**src/rtl/limn2600_bus_pkg.sv**
```systemverilog
// Shared types and constants for the Limn2600 single-beat memory bus.
// Used by the bus initiator and by the SRAM responder model.
package limn2600_bus_pkg;

    localparam int ADDR_WIDTH = 32;

    localparam logic [ADDR_WIDTH-1:0] RAM_BASE    = 32'h0000_0000;
    localparam logic [ADDR_WIDTH-1:0] SERIAL_BASE = 32'hF800_0000;
    localparam logic [ADDR_WIDTH-1:0] ROM_BASE    = 32'hFFFE_0000;

    // Encoding 2'd3 is reserved and always reported as an error.
    typedef enum logic [1:0] {
        SZ_BYTE = 2'd0,
        SZ_HALF = 2'd1,
        SZ_WORD = 2'd2
    } size_e;

    typedef enum logic [2:0] {
        IDLE     = 3'd0,
        RD_WAIT  = 3'd1,
        WR_ISSUE = 3'd2,
        WR_WAIT  = 3'd3,
        RESP     = 3'd4
    } state_e;

    function automatic logic is_misaligned(input logic [1:0] size, input logic [1:0] lane);
        logic bad;
        case (size)
            SZ_BYTE: bad = 1'b0;
            SZ_HALF: bad = lane[0];
            SZ_WORD: bad = (lane != 2'b00);
            default: bad = 1'b1;
        endcase
        return bad;
    endfunction

endpackage

```
**src/rtl/limn2600_bus_initiator_if.sv**
```systemverilog
// Core request/response and SRAM bus signals of the Limn2600 initiator.
// Handshake: a request transfers when req_valid && req_ready at posedge clk;
// resp_valid is a one-cycle pulse; bus_rdy answers one cycle after a sampled bus_cs.
interface limn2600_bus_initiator_if;

    logic        req_valid;
    logic        req_ready;
    logic        req_we;
    logic [1:0]  req_size;
    logic [31:0] req_addr;
    logic [31:0] req_wdata;

    logic        resp_valid;
    logic [31:0] resp_rdata;
    logic        resp_err;

    logic        bus_cs;
    logic        bus_we;
    logic [31:0] bus_addr;
    logic [31:0] bus_wdata;
    logic [31:0] bus_rdata;
    logic        bus_rdy;

    modport master (
        input  req_valid, req_we, req_size, req_addr, req_wdata, bus_rdata, bus_rdy,
        output req_ready, resp_valid, resp_rdata, resp_err,
        output bus_cs, bus_we, bus_addr, bus_wdata
    );

    modport slave (
        output req_valid, req_we, req_size, req_addr, req_wdata, bus_rdata, bus_rdy,
        input  req_ready, resp_valid, resp_rdata, resp_err,
        input  bus_cs, bus_we, bus_addr, bus_wdata
    );

endinterface

```
**src/rtl/limn2600_lane_unit.sv**
```systemverilog
// Little-endian byte-lane extraction and read-modify-write merge for
// sub-word accesses against a word-only responder.
module limn2600_lane_unit
    import limn2600_bus_pkg::*;
(
    input  logic [1:0]  lane_i,
    input  logic [1:0]  size_i,
    input  logic [31:0] word_i,
    input  logic [31:0] wdata_i,
    output logic [31:0] rdata_o,
    output logic [31:0] merged_o
);

    logic [4:0]  shamt;
    logic [31:0] mask;
    logic [31:0] lane_mask;

    assign shamt = {lane_i, 3'b000};

    always_comb begin
        case (size_i)
            SZ_BYTE: mask = 32'h0000_00FF;
            SZ_HALF: mask = 32'h0000_FFFF;
            default: mask = 32'hFFFF_FFFF;
        endcase
        lane_mask = mask << shamt;
        rdata_o   = (word_i >> shamt) & mask;
        merged_o  = (word_i & ~lane_mask) | ((wdata_i << shamt) & lane_mask);
    end

endmodule

```
**src/rtl/limn2600_bus_initiator.sv**
```systemverilog
// Limn2600 bus initiator: one core load/store at a time onto word-only SRAM beats.
// Define LIMN2600_BUS_TRACE_EN to print a line per response and per timeout.
module limn2600_bus_initiator
    import limn2600_bus_pkg::*;
#(
    parameter int DATA_WIDTH     = 32,
    parameter int TIMEOUT_CYCLES = 255
) (
    input  logic                      clk,
    input  logic                      rst,
    limn2600_bus_initiator_if.master  bus,
    output state_e                    dbg_state_o
);

    localparam int               CNT_W    = $clog2(TIMEOUT_CYCLES + 1);
    localparam logic [CNT_W-1:0] CNT_LAST = CNT_W'(TIMEOUT_CYCLES - 1);

    state_e                  state_q, state_d;
    logic [CNT_W-1:0]        cnt_q, cnt_d;
    logic                    req_ready_q, req_ready_d;
    logic                    resp_valid_q, resp_valid_d;
    logic [DATA_WIDTH-1:0]   resp_rdata_q, resp_rdata_d;
    logic                    resp_err_q, resp_err_d;
    logic                    bus_cs_q, bus_cs_d;
    logic                    bus_we_q, bus_we_d;
    logic [ADDR_WIDTH-1:0]   bus_addr_q, bus_addr_d;
    logic [DATA_WIDTH-1:0]   bus_wdata_q, bus_wdata_d;
    logic [ADDR_WIDTH-1:0]   addr_q, addr_d;
    logic [1:0]              size_q, size_d;
    logic                    we_q, we_d;
    logic [DATA_WIDTH-1:0]   wdata_q, wdata_d;

    logic [31:0]             lane_rdata;
    logic [31:0]             lane_merged;
    logic                    timed_out;

    limn2600_lane_unit u_lane (
        .lane_i   (addr_q[1:0]),
        .size_i   (size_q),
        .word_i   (bus.bus_rdata),
        .wdata_i  (wdata_q),
        .rdata_o  (lane_rdata),
        .merged_o (lane_merged)
    );

    assign timed_out = ((state_q == RD_WAIT) || (state_q == WR_WAIT))
                       && !bus.bus_rdy && (cnt_q == CNT_LAST);

    always_comb begin
        state_d      = state_q;
        cnt_d        = cnt_q;
        resp_valid_d = 1'b0;
        resp_rdata_d = resp_rdata_q;
        resp_err_d   = resp_err_q;
        bus_cs_d     = 1'b0;
        bus_we_d     = bus_we_q;
        bus_addr_d   = bus_addr_q;
        bus_wdata_d  = bus_wdata_q;
        addr_d       = addr_q;
        size_d       = size_q;
        we_d         = we_q;
        wdata_d      = wdata_q;

        case (state_q)
            IDLE: begin
                if (bus.req_valid) begin
                    addr_d     = bus.req_addr;
                    size_d     = bus.req_size;
                    we_d       = bus.req_we;
                    wdata_d    = bus.req_wdata;
                    bus_addr_d = {bus.req_addr[31:2], 2'b00};
                    cnt_d      = '0;
                    if (is_misaligned(bus.req_size, bus.req_addr[1:0])) begin
                        resp_valid_d = 1'b1;
                        resp_err_d   = 1'b1;
                        resp_rdata_d = '0;
                        state_d      = RESP;
                    end else if (bus.req_we && (bus.req_size == SZ_WORD)) begin
                        bus_cs_d    = 1'b1;
                        bus_we_d    = 1'b1;
                        bus_wdata_d = bus.req_wdata;
                        state_d     = WR_WAIT;
                    end else begin
                        // Loads, and the read half of a sub-word store.
                        bus_cs_d = 1'b1;
                        bus_we_d = 1'b0;
                        state_d  = RD_WAIT;
                    end
                end
            end
            RD_WAIT: begin
                if (bus.bus_rdy) begin
                    if (we_q) begin
                        bus_cs_d    = 1'b1;
                        bus_we_d    = 1'b1;
                        bus_wdata_d = lane_merged;
                        cnt_d       = '0;
                        state_d     = WR_ISSUE;
                    end else begin
                        resp_valid_d = 1'b1;
                        resp_err_d   = 1'b0;
                        resp_rdata_d = lane_rdata;
                        state_d      = RESP;
                    end
                end else if (timed_out) begin
                    resp_valid_d = 1'b1;
                    resp_err_d   = 1'b1;
                    resp_rdata_d = '0;
                    state_d      = RESP;
                end else begin
                    cnt_d = cnt_q + 1'b1;
                end
            end
            WR_ISSUE: begin
                state_d = WR_WAIT;
            end
            WR_WAIT: begin
                if (bus.bus_rdy || timed_out) begin
                    resp_valid_d = 1'b1;
                    resp_err_d   = !bus.bus_rdy;
                    resp_rdata_d = '0;
                    state_d      = RESP;
                end else begin
                    cnt_d = cnt_q + 1'b1;
                end
            end
            RESP: begin
                state_d = IDLE;
            end
            default: begin
                state_d = IDLE;
            end
        endcase

        req_ready_d = (state_d == IDLE);
    end

    always_ff @(posedge clk) begin
        if (rst) begin
            state_q      <= IDLE;
            cnt_q        <= '0;
            req_ready_q  <= 1'b1;
            resp_valid_q <= 1'b0;
            resp_rdata_q <= '0;
            resp_err_q   <= 1'b0;
            bus_cs_q     <= 1'b0;
            bus_we_q     <= 1'b0;
            bus_addr_q   <= '0;
            bus_wdata_q  <= '0;
            addr_q       <= '0;
            size_q       <= '0;
            we_q         <= 1'b0;
            wdata_q      <= '0;
        end else begin
            state_q      <= state_d;
            cnt_q        <= cnt_d;
            req_ready_q  <= req_ready_d;
            resp_valid_q <= resp_valid_d;
            resp_rdata_q <= resp_rdata_d;
            resp_err_q   <= resp_err_d;
            bus_cs_q     <= bus_cs_d;
            bus_we_q     <= bus_we_d;
            bus_addr_q   <= bus_addr_d;
            bus_wdata_q  <= bus_wdata_d;
            addr_q       <= addr_d;
            size_q       <= size_d;
            we_q         <= we_d;
            wdata_q      <= wdata_d;
        end
    end

    assign bus.req_ready  = req_ready_q;
    assign bus.resp_valid = resp_valid_q;
    assign bus.resp_rdata = resp_rdata_q;
    assign bus.resp_err   = resp_err_q;
    assign bus.bus_cs     = bus_cs_q;
    assign bus.bus_we     = bus_we_q;
    assign bus.bus_addr   = bus_addr_q;
    assign bus.bus_wdata  = bus_wdata_q;
    assign dbg_state_o    = state_q;

`ifdef LIMN2600_BUS_TRACE_EN
    always @(posedge clk) begin
        if (!rst && resp_valid_q) begin
            $display("%m: %s addr=0x%8h data=0x%8h size=%0d err=%0d",
                     we_q ? "bus_write" : "bus_read", addr_q,
                     we_q ? wdata_q : resp_rdata_q, size_q, resp_err_q);
        end
        if (!rst && timed_out) begin
            $display("%m: bus_timeout addr=0x%8h", addr_q);
        end
    end
`else
`endif

endmodule

```
**src/flat_wrapper.sv**
```systemverilog
// flat-port wrapper written by rule: the top's interface ports become plain ports
module limn2600_bus_initiator_flat import limn2600_bus_pkg::*;
#(
    parameter int DATA_WIDTH     = 32,
    parameter int TIMEOUT_CYCLES = 255
)
  (clk, rst, dbg_state_o, bus_req_valid, bus_req_we, bus_req_size, bus_req_addr, bus_req_wdata, bus_bus_rdata, bus_bus_rdy, bus_req_ready, bus_resp_valid, bus_resp_rdata, bus_resp_err, bus_bus_cs, bus_bus_we, bus_bus_addr, bus_bus_wdata);
  limn2600_bus_initiator_if bus_i ();
  input  logic clk;
  input  logic rst;
  output state_e dbg_state_o;
  input wire logic [$bits(bus_i.req_valid)-1:0] bus_req_valid;
  input wire logic [$bits(bus_i.req_we)-1:0] bus_req_we;
  input wire logic [$bits(bus_i.req_size)-1:0] bus_req_size;
  input wire logic [$bits(bus_i.req_addr)-1:0] bus_req_addr;
  input wire logic [$bits(bus_i.req_wdata)-1:0] bus_req_wdata;
  input wire logic [$bits(bus_i.bus_rdata)-1:0] bus_bus_rdata;
  input wire logic [$bits(bus_i.bus_rdy)-1:0] bus_bus_rdy;
  output wire logic [$bits(bus_i.req_ready)-1:0] bus_req_ready;
  output wire logic [$bits(bus_i.resp_valid)-1:0] bus_resp_valid;
  output wire logic [$bits(bus_i.resp_rdata)-1:0] bus_resp_rdata;
  output wire logic [$bits(bus_i.resp_err)-1:0] bus_resp_err;
  output wire logic [$bits(bus_i.bus_cs)-1:0] bus_bus_cs;
  output wire logic [$bits(bus_i.bus_we)-1:0] bus_bus_we;
  output wire logic [$bits(bus_i.bus_addr)-1:0] bus_bus_addr;
  output wire logic [$bits(bus_i.bus_wdata)-1:0] bus_bus_wdata;
  assign bus_i.req_valid = bus_req_valid;
  assign bus_i.req_we = bus_req_we;
  assign bus_i.req_size = bus_req_size;
  assign bus_i.req_addr = bus_req_addr;
  assign bus_i.req_wdata = bus_req_wdata;
  assign bus_i.bus_rdata = bus_bus_rdata;
  assign bus_i.bus_rdy = bus_bus_rdy;
  assign bus_req_ready = bus_i.req_ready;
  assign bus_resp_valid = bus_i.resp_valid;
  assign bus_resp_rdata = bus_i.resp_rdata;
  assign bus_resp_err = bus_i.resp_err;
  assign bus_bus_cs = bus_i.bus_cs;
  assign bus_bus_we = bus_i.bus_we;
  assign bus_bus_addr = bus_i.bus_addr;
  assign bus_bus_wdata = bus_i.bus_wdata;
  limn2600_bus_initiator #(.DATA_WIDTH(DATA_WIDTH), .TIMEOUT_CYCLES(TIMEOUT_CYCLES)) u_core (.clk(clk), .rst(rst), .bus(bus_i), .dbg_state_o(dbg_state_o));
endmodule
```
**config.mk**
```make
export PLATFORM = sky130hd
export DESIGN_NAME = limn2600_bus_initiator_flat
export DESIGN_NICKNAME = d
export VERILOG_FILES = /design/src/rtl/limn2600_bus_pkg.sv /design/src/rtl/limn2600_bus_initiator_if.sv /design/src/rtl/limn2600_lane_unit.sv /design/src/rtl/limn2600_bus_initiator.sv /design/src/flat_wrapper.sv
export SDC_FILE = /design/constraint.sdc
export NUM_CORES = 1
export LEC_CHECK = 0
export CORE_MARGIN = 2
export CORE_UTILIZATION = 48
export DETAILED_ROUTE_END_ITERATION = 12
export PLACE_DENSITY = 0.81
export SLEW_MARGIN = 25
export SYNTH_ARGS = -nofsm -noshare
export SYNTH_HDL_FRONTEND = slang
export SYNTH_SLANG_ARGS = --single-unit
```
**constraint.sdc**
```tcl
create_clock -name clk -period 2.2 [get_ports clk]
set_input_delay 0.44 -clock clk [delete_from_list [all_inputs] [get_ports clk]]
set_output_delay 0.44 -clock clk [all_outputs]
set_load 0.03 [all_outputs]
```
==> metrics.csv, run 1 <==
stage,metric,value,unit
outcome,status,"finished, final reports clean",
sta,RSZ-0062 raised after global routing,false,
power_and_ir_drop,Pwr Total,7.22,mW
drt,initial DRC count,731,
logic_synthesis,largest cells by area after synthesis,"dfxtp_1 42%, nand2_1 12%, a21oi_1 7.1%, mux2i_1 4.6%, o21ai_0 2.9%",
power_and_ir_drop,sw power,2.00,mW
clock_network,clk root buf,clkbuf_16,
grt,global-route wire length before repair,35800,um
logic_synthesis,top-area cell type share of the netlist area,41.9,%
floorplan,row count,44,
power_and_ir_drop,power per cell area,726,nW/um2
power_and_ir_drop,sw frac,27.7,%
sta,Clock Skews,0.00893,ns
logic_synthesis,Synth area leader,dfxtp_1,
logic_synthesis,Post-Synthesis Cell Area,7020,um2
floorplan,IO Count,207,
drt,Via-to-Cell Ratio,5.73,
critical_path,CP Max Fanout,7,
drt,post-route ant nets,0,
drt,DRC Markers,0,
sta,fmax,466,MHz
grt,antenna violations before repair,0,
clock_network,Clock transition at path regs,0.06,ns
floorplan,Starting Density,48.7,%
grt,vias in the first global route,6790,
hold_path,Hold Startpoint,u_core.bus.bus_addr[5],
sta,headroom to the max-slew limit,45.3,%
logic_synthesis,Post-synth EDFFs,0,
placement,number of port buffers,204,
cells_and_area,fraction of layout cells with a size suffix above 1,9.63,%
clock_network,TritonCTS clock tree,done,
run,Max Cap Violations,0,
clock_network,H-Tree Depth,4,
clock_network,hold buffer count at CTS,0,
power_and_ir_drop,maximum VDD drop,0.576,mV
logic_synthesis,Synth Register Bits,147,
logic_synthesis,register area share after synthesis,41.9,%
drt,first-pass detailed-route iteration total,5,
cells_and_area,ANT cells,0,
logic_synthesis,Main synth FF type,dfxtp_1,
critical_path,FF-to-FF path depth,8,
power_and_ir_drop,Leak,3.62,nW
critical_path,register-to-register setup slack,0.14,ns
sta,worst-margin pin slew,0.820,ns
critical_path,Startpoint Class,flop,
clock_network,CTS buffer count,17,
clock_network,Longest Clk Path Bufs,2,
critical_path,critical path capture point type,output pin,
grt,GRT Total Usage,28.8,%
clock_network,clock sinks,147,
drt,final WL,22700,um
logic_synthesis,Synth Area per Inst,7.99,um2
critical_path,Setup CP Type,flop to output pin,
hold_path,Hold Crit Endpoint,u_core.bus.bus_addr[5],
sta,"Hold Vio Cnt, Final",0,
clock_network,worst skew pair latency,0.43,ns
sta,post-route clock period utilization,97.6,%
grt,GRT overflow,0,
critical_path,"Req. time, crit path",1.76,ns
critical_path,R2R Path Start,u_core.cnt_q[0],
floorplan,Die Wd,125,um
floorplan,core area,14400,um2
logic_synthesis,fraction of registers with async set/reset,0,%
cells_and_area,fin cells,1264,
sta,WHS,0.452,ns
floorplan,total die area,15600,um2
power_and_ir_drop,Int Pwr,5.22,mW
cells_and_area,number of nets in the layout,1174,
grt,largest net degree at the start of global routing,79,
sta,Finish-stage setup viols,0,
logic_synthesis,Cells after Synth,879,
critical_path,FF-to-FF End,u_core.bus.resp_rdata[21],
hold_path,worst min path class,flop to flop,
critical_path,CP arrival,1.71,ns
power_and_ir_drop,Comb pwr share,19.3,%
drt,Via Count,7241,
sta,Final Max Slew Viols,0,
floorplan,Die H,125,um
placement,gpl congestion,0.899,
placement,placed insts,1234,
logic_synthesis,Synth Warn #,0,
placement,DP HPWL,16100,um
logic_synthesis,Netlist cell types,54,
drt,WL/cell,17.9,um
power_and_ir_drop,Seq pwr share,40.0,%
hold_path,hold path depth,2,
cells_and_area,P&R area growth vs syn,41.5,%
power_and_ir_drop,share of power burned in the clock network,40.7,%
sta,Final min period,2.15,ns
==> kinds of logic (layout without fill, tap and decap cells) <==
logic type / Yosys count / in the layout / share of synthesized area [%]
and+or+nand+nor: 345 / 345 / 21.2
AOI/OAI and AO/OA: 239 / 239 / 20.9
DFF: 147 / 147 / 41.9
buffers and inverters: 89 / 289 / 5.81
muxes: 56 / 56 / 9.69
adders and majority gates: 2 / 2 / 0.356
other: 1 / 2 / 0.0534
==> sequential cells by signal (all words and copies together), names as in the netlist <==
name	count
u_core.bus.bus_we	1
u_core.we_q	1
u_core.bus.bus_addr	30
u_core.cnt_q	8
u_core.bus.resp_err	1
u_core.wdata_q	32
u_core.bus.bus_wdata	32
u_core.size_q	2
u_core.bus.req_ready	1
u_core.bus.bus_cs	1
u_core.bus.resp_valid	1
u_core.bus.resp_rdata	32
u_core.addr_q	2
u_core.dbg_state_o	3
==> how the worst max path moves through the flow <==
stage	from	endpoint
6_report	u_core.dbg_state_o[1]	dbg_state_o[1]
4_1_cts	u_core.dbg_state_o[1]	dbg_state_o[1]
3_3_place_gp	bus_req_addr[1]	u_core.bus.resp_rdata[17]
3_5_place_dp	bus_req_addr[0]	u_core.bus.resp_rdata[21]
5_1_grt	u_core.dbg_state_o[1]	dbg_state_o[1]
2_1_floorplan	u_core.dbg_state_o[0]	u_core.bus.resp_rdata[16]
==> repair_timing <==
item	CTS	global route
gates resized for setup	1	0
endpoints found under the hold margin	0	0
setup endpoints to repair	1	0
buffers inserted	0	0
==> area by class of cell <==
cell class,instances,area [um2]
Clock buffer,21,460
Clock inverter,9,130
Fill cell,1158,4490
Inverter,15,56.3
Multi-Input combinational cell,644,3700
Sequential cell,147,2950
Tap cell,184,230
Timing Repair Buffer,244,2410
==> stage by stage <==
stage / area (um2) / utilization (%) / TNS [ns] / setup slack [ns]
2_1_floorplan: 7030 / - / 0 / 0.242
3_3_place_gp: 9350 / 64.8 / -0.298 / -0.0423
3_5_place_dp: 9350 / 64.8 / -1.01 / -0.0999
4_1_cts: 9940 / 68.9 / 0 / 0.0502
5_1_grt: 9940 / 68.9 / 0 / 0.00337
6_report: 9940 / 68.9 / 0 / 0.0522
==> per-layer routing <==
layer,vias to the layer above,GRT usage [%],share of wire [%],routed length (um)
met5,-,0,0,0
met4,0,13.3,3.5,786
met3,56,7.83,9.0,2040
met2,375,44.3,45,10300
met1,3346,38.0,42,9570
li1,3464,-,-,-
==> cells in the final DEF (no fill, tap or decap), types with 4 or more instances in the layout <==
| cell | synthesis | layout |
|---|---|---|
| nand2b_1 | 4 | 4 |
| o21ai_0 | 41 | 41 |
| clkbuf_16 | 0 | 17 |
| or3_1 | 6 | 6 |
| o221ai_1 | 8 | 8 |
| o21ai_1 | 4 | 4 |
| nand3_1 | 25 | 25 |
| a311oi_1 | 9 | 9 |
| mux2_2 | 16 | 16 |
| mux2i_1 | 32 | 32 |
| dfxtp_1 | 147 | 145 |
| nand4_1 | 12 | 12 |
| nor3_1 | 7 | 4 |
| buf_4 | 3 | 35 |
| nor2_1 | 41 | 41 |
| a211oi_1 | 8 | 8 |
| a21o_1 | 10 | 10 |
| buf_12 | 0 | 6 |
| o211ai_1 | 17 | 17 |
| o311ai_0 | 8 | 8 |
| o22ai_1 | 9 | 9 |
| inv_1 | 13 | 13 |
| mux4_2 | 8 | 8 |
| a21oi_1 | 100 | 100 |
| clkdlybuf4s50_1 | 0 | 203 |
| o21a_1 | 14 | 14 |
| nor3b_1 | 9 | 9 |
| nand2_1 | 225 | 224 |
==> synth_stat cells, types with 2 or more instances <==
master / count
nand2_1: 225
dfxtp_1: 147
a21oi_1: 100
clkbuf_1: 45
nor2_1: 41
o21ai_0: 41
mux2i_1: 32
nand3_1: 25
buf_2: 19
o211ai_1: 17
mux2_2: 16
o21a_1: 14
inv_1: 13
nand4_1: 12
a21o_1: 10
a311oi_1: 9
nor3b_1: 9
o22ai_1: 9
a211oi_1: 8
mux4_2: 8
o221ai_1: 8
o311ai_0: 8
nor3_1: 7
or3_1: 6
buf_6: 5
nand2b_1: 4
o21ai_1: 4
a41oi_1: 3
and3_1: 3
buf_4: 3
nor2b_1: 3
and2_1: 2
ha_1: 2
==> critical path, stage by stage (launching register included) <==
cell and delay, ns:
dfxtp_1 0.43, buf_4 0.18, clkdlybuf4s50_1 0.67
==> power groups by stage <==
stage / Sequential, mW / Clock, mW / Combinational (mW)
final: 2.89 / 2.94 / 1.39
after global routing: 2.90 / 3.08 / 1.49
after CTS: 2.88 / 2.95 / 1.38
after detailed placement: 2.94 / 0 / 1.37
after global placement: 2.93 / 0 / 1.35
after floorplan: 3.03 / 0 / 0.688
Note: power is estimated with default switching activity, not from simulation.
==> run 2: changes to the inputs <==
- clock period: 2.2 -> 2.1 ns (I/O delays scaled with it)
==> metrics.csv, run 2 (same netlist as run 1, synthesis figures left out) <==
stage,metric,value,unit,change
critical_path,Crit path buffers/inverters,1,,-1
floorplan,core area,14400,um2,unchanged
hold_path,Hold Startpoint,rst,,
floorplan,Die H,125,um,unchanged
sta,Clock Skews,0.00992,ns,+0.000994 ns
clock_network,clk root buf,clkbuf_16,,
sta,post-route clock period utilization,96.6,%,
floorplan,Die Wd,125,um,unchanged
sta,Final Max Slew Viols,0,,unchanged
sta,"Hold Vio Cnt, Final",0,,unchanged
clock_network,worst skew pair latency,0.43,ns,about the same
drt,initial DRC count,835,,+14%
run,Max Cap Violations,0,,unchanged
clock_network,Longest Clk Path Bufs,2,,unchanged
power_and_ir_drop,Pwr Total,7.77,mW,+7.6%
cells_and_area,ANT cells,0,,unchanged
clock_network,CTS buffer count,17,,unchanged
cells_and_area,finished layout cell area,10100,um2,+1.2%
hold_path,hold path depth,3,,+1
critical_path,FF-to-FF path depth,7,,-1
critical_path,Startpoint Class,flop,,
power_and_ir_drop,sw frac,27.4,%,-0.28 points
grt,GRT Total Usage,28.9,%,+0.086 points
critical_path,"Req. time, crit path",1.68,ns,-0.08 ns
floorplan,Starting Density,48.7,%,unchanged
power_and_ir_drop,maximum VDD drop,0.682,mV,+18%
sta,headroom to the max-slew limit,48.8,%,+3.4 points
critical_path,max incr delay on CP,0.72,ns,+0.05 ns
power_and_ir_drop,Int Pwr,5.64,mW,+8.0%
clock_network,Setup Buffers After CTS,0,,unchanged
critical_path,critical path capture point type,output pin,,
cells_and_area,"Core Util, Final",69.7,%,+0.80 points
critical_path,Top delay family on crit path,buffers and inverters,,
placement,number of port buffers,204,,unchanged
cells_and_area,fillers,1150,,-0.69%
critical_path,CP Max Fanout,10,,+3
power_and_ir_drop,Seq pwr share,39.0,%,-1.0 points
placement,placed insts,1243,,+0.73%
clock_network,TritonCTS clock tree,done,,
critical_path,CP arrival,1.61,ns,-0.10 ns
sta,Final min period,2.03,ns,
drt,Via-to-Cell Ratio,5.75,,+0.31%
drt,first-pass detailed-route iteration total,6,,+1
sta,fmax,493,MHz,
grt,antenna violations before repair,0,,unchanged
cells_and_area,fraction of layout cells with a size suffix above 1,10.6,%,+1.0 points
cells_and_area,"commonest non-fill, non-tap cell in the layout",nand2_1,,
grt,GRT overflow,0,,unchanged
grt,global-route wire length before repair,35900,um,+0.25%
power_and_ir_drop,sw power,2.13,mW,+6.5%
outcome,status,"finished, final reports clean",,
drt,WL/cell,18.0,um,+0.68%
floorplan,total die area,15600,um2,unchanged
critical_path,register-to-register setup slack,0.16,ns,+0.02 ns
sta,RSZ-0062 raised after global routing,false,,
drt,Via Count,7321,,+1.1%
cells_and_area,number of nets in the layout,1183,,+0.77%
clock_network,H-Tree Depth,4,,unchanged
placement,DP HPWL,16300,um,+1.0%
drt,final WL,23000,um,+1.5%
sta,setup_tns,0,ns,unchanged
floorplan,IO Count,207,,unchanged
placement,gpl congestion,0.897,,-0.19%
floorplan,row count,44,,unchanged
sta,worst-margin pin slew,0.769,ns,-0.0512 ns
sta,Finish-stage setup viols,0,,unchanged
grt,largest net degree at the start of global routing,73,,-7.6%
critical_path,cells along the critical path,clkdlybuf4s50_1,,
power_and_ir_drop,share of power burned in the clock network,41.9,%,+1.2 points
critical_path,FF-to-FF End,u_core.bus.resp_rdata[20],,
cells_and_area,most frequent cells in the layout,"224 x nand2_1, 202 x clkdlybuf4s50_1, 144 x dfxtp_1",,
critical_path,R2R Path Start,u_core.cnt_q[1],,
hold_path,Hold Crit Endpoint,u_core.dbg_state_o[0],,
critical_path,Setup CP Type,flop to output pin,,
drt,post-route ant nets,0,,unchanged
grt,vias in the first global route,6640,,-2.2%
cells_and_area,P&R area growth vs syn,43.2,%,
clock_network,clock sinks,147,,unchanged
power_and_ir_drop,Comb pwr share,19.2,%,about the same
power_and_ir_drop,Leak,3.69,nW,+1.8%
drt,DRC Markers,0,,unchanged
clock_network,Clock transition at path regs,0.06,ns,about the same
hold_path,worst min path class,input pin to flop,,
placement,placed instance area,9430,um2,+0.86%
critical_path,slowest CP cell,clkdlybuf4s50_1,,
cells_and_area,fin cells,1274,,+0.79%
power_and_ir_drop,power per cell area,773,nW/um2,+6.4%
-- run 2: final cells by class --
cell class,count,area (um2),share of cell area (%)
Multi-Input combinational cell,644,3700,36.8
Sequential cell,147,2950,29.3
Timing Repair Buffer,253,2490,24.8
Clock buffer,21,470,4.68
Tap cell,184,230,2.29
Clock inverter,10,155,1.54
Inverter,15,56.3,0.560
-- run 2: power groups by stage --
stage / logic [mW] / clock network, mW / registers [mW]
finish: 1.49 / 3.25 / 3.03
global route: 1.59 / 3.39 / 3.04
CTS: 1.47 / 3.26 / 3.02
detailed placement: 1.46 / 0 / 3.08
global placement: 1.44 / 0 / 3.07
floorplan: 0.721 / 0 / 3.18
-- run 2: timing repair --
item,4_1_cts,5_1_grt
endpoints found under the setup margin,2,3
resized for setup,2,1
hold buffers,0,0
-- run 2: worst max-delay path by stage --
stage,startpoint,end,depth (start not counted)
final,u_core.dbg_state_o[2],dbg_state_o[2],1
after floorplan,u_core.dbg_state_o[0],u_core.bus.resp_rdata[16],7
after global placement,bus_req_size[0],u_core.bus.resp_rdata[17],8
after global routing,u_core.cnt_q[0],u_core.bus.resp_rdata[20],8
after detailed placement,bus_req_addr[1],u_core.bus.resp_rdata[20],8
after CTS,u_core.dbg_state_o[0],dbg_state_o[0],1
-- run 2: routing by layer --
layer / share of wire [%] / wire [um] / GRT usage [%] / up-vias
li1: - / - / - / 3484
met1: 42 / 9630 / 39.3 / 3387
met2: 45 / 10400 / 44.5 / 399
met3: 9.4 / 2170 / 7.27 / 51
met4: 3.3 / 758 / 11.2 / 0
met5: 0 / 0 / 0 / -
-- run 2: metrics by stage --
stage / hold WS, ns / setup slack, ns
floorplan: 0.433 / 0.142
global placement: 0.437 / -0.126
detailed placement: 0.446 / -0.209
CTS: 0.427 / 0.00805
global route: 0.473 / 0.0340
finish: 0.425 / 0.0711
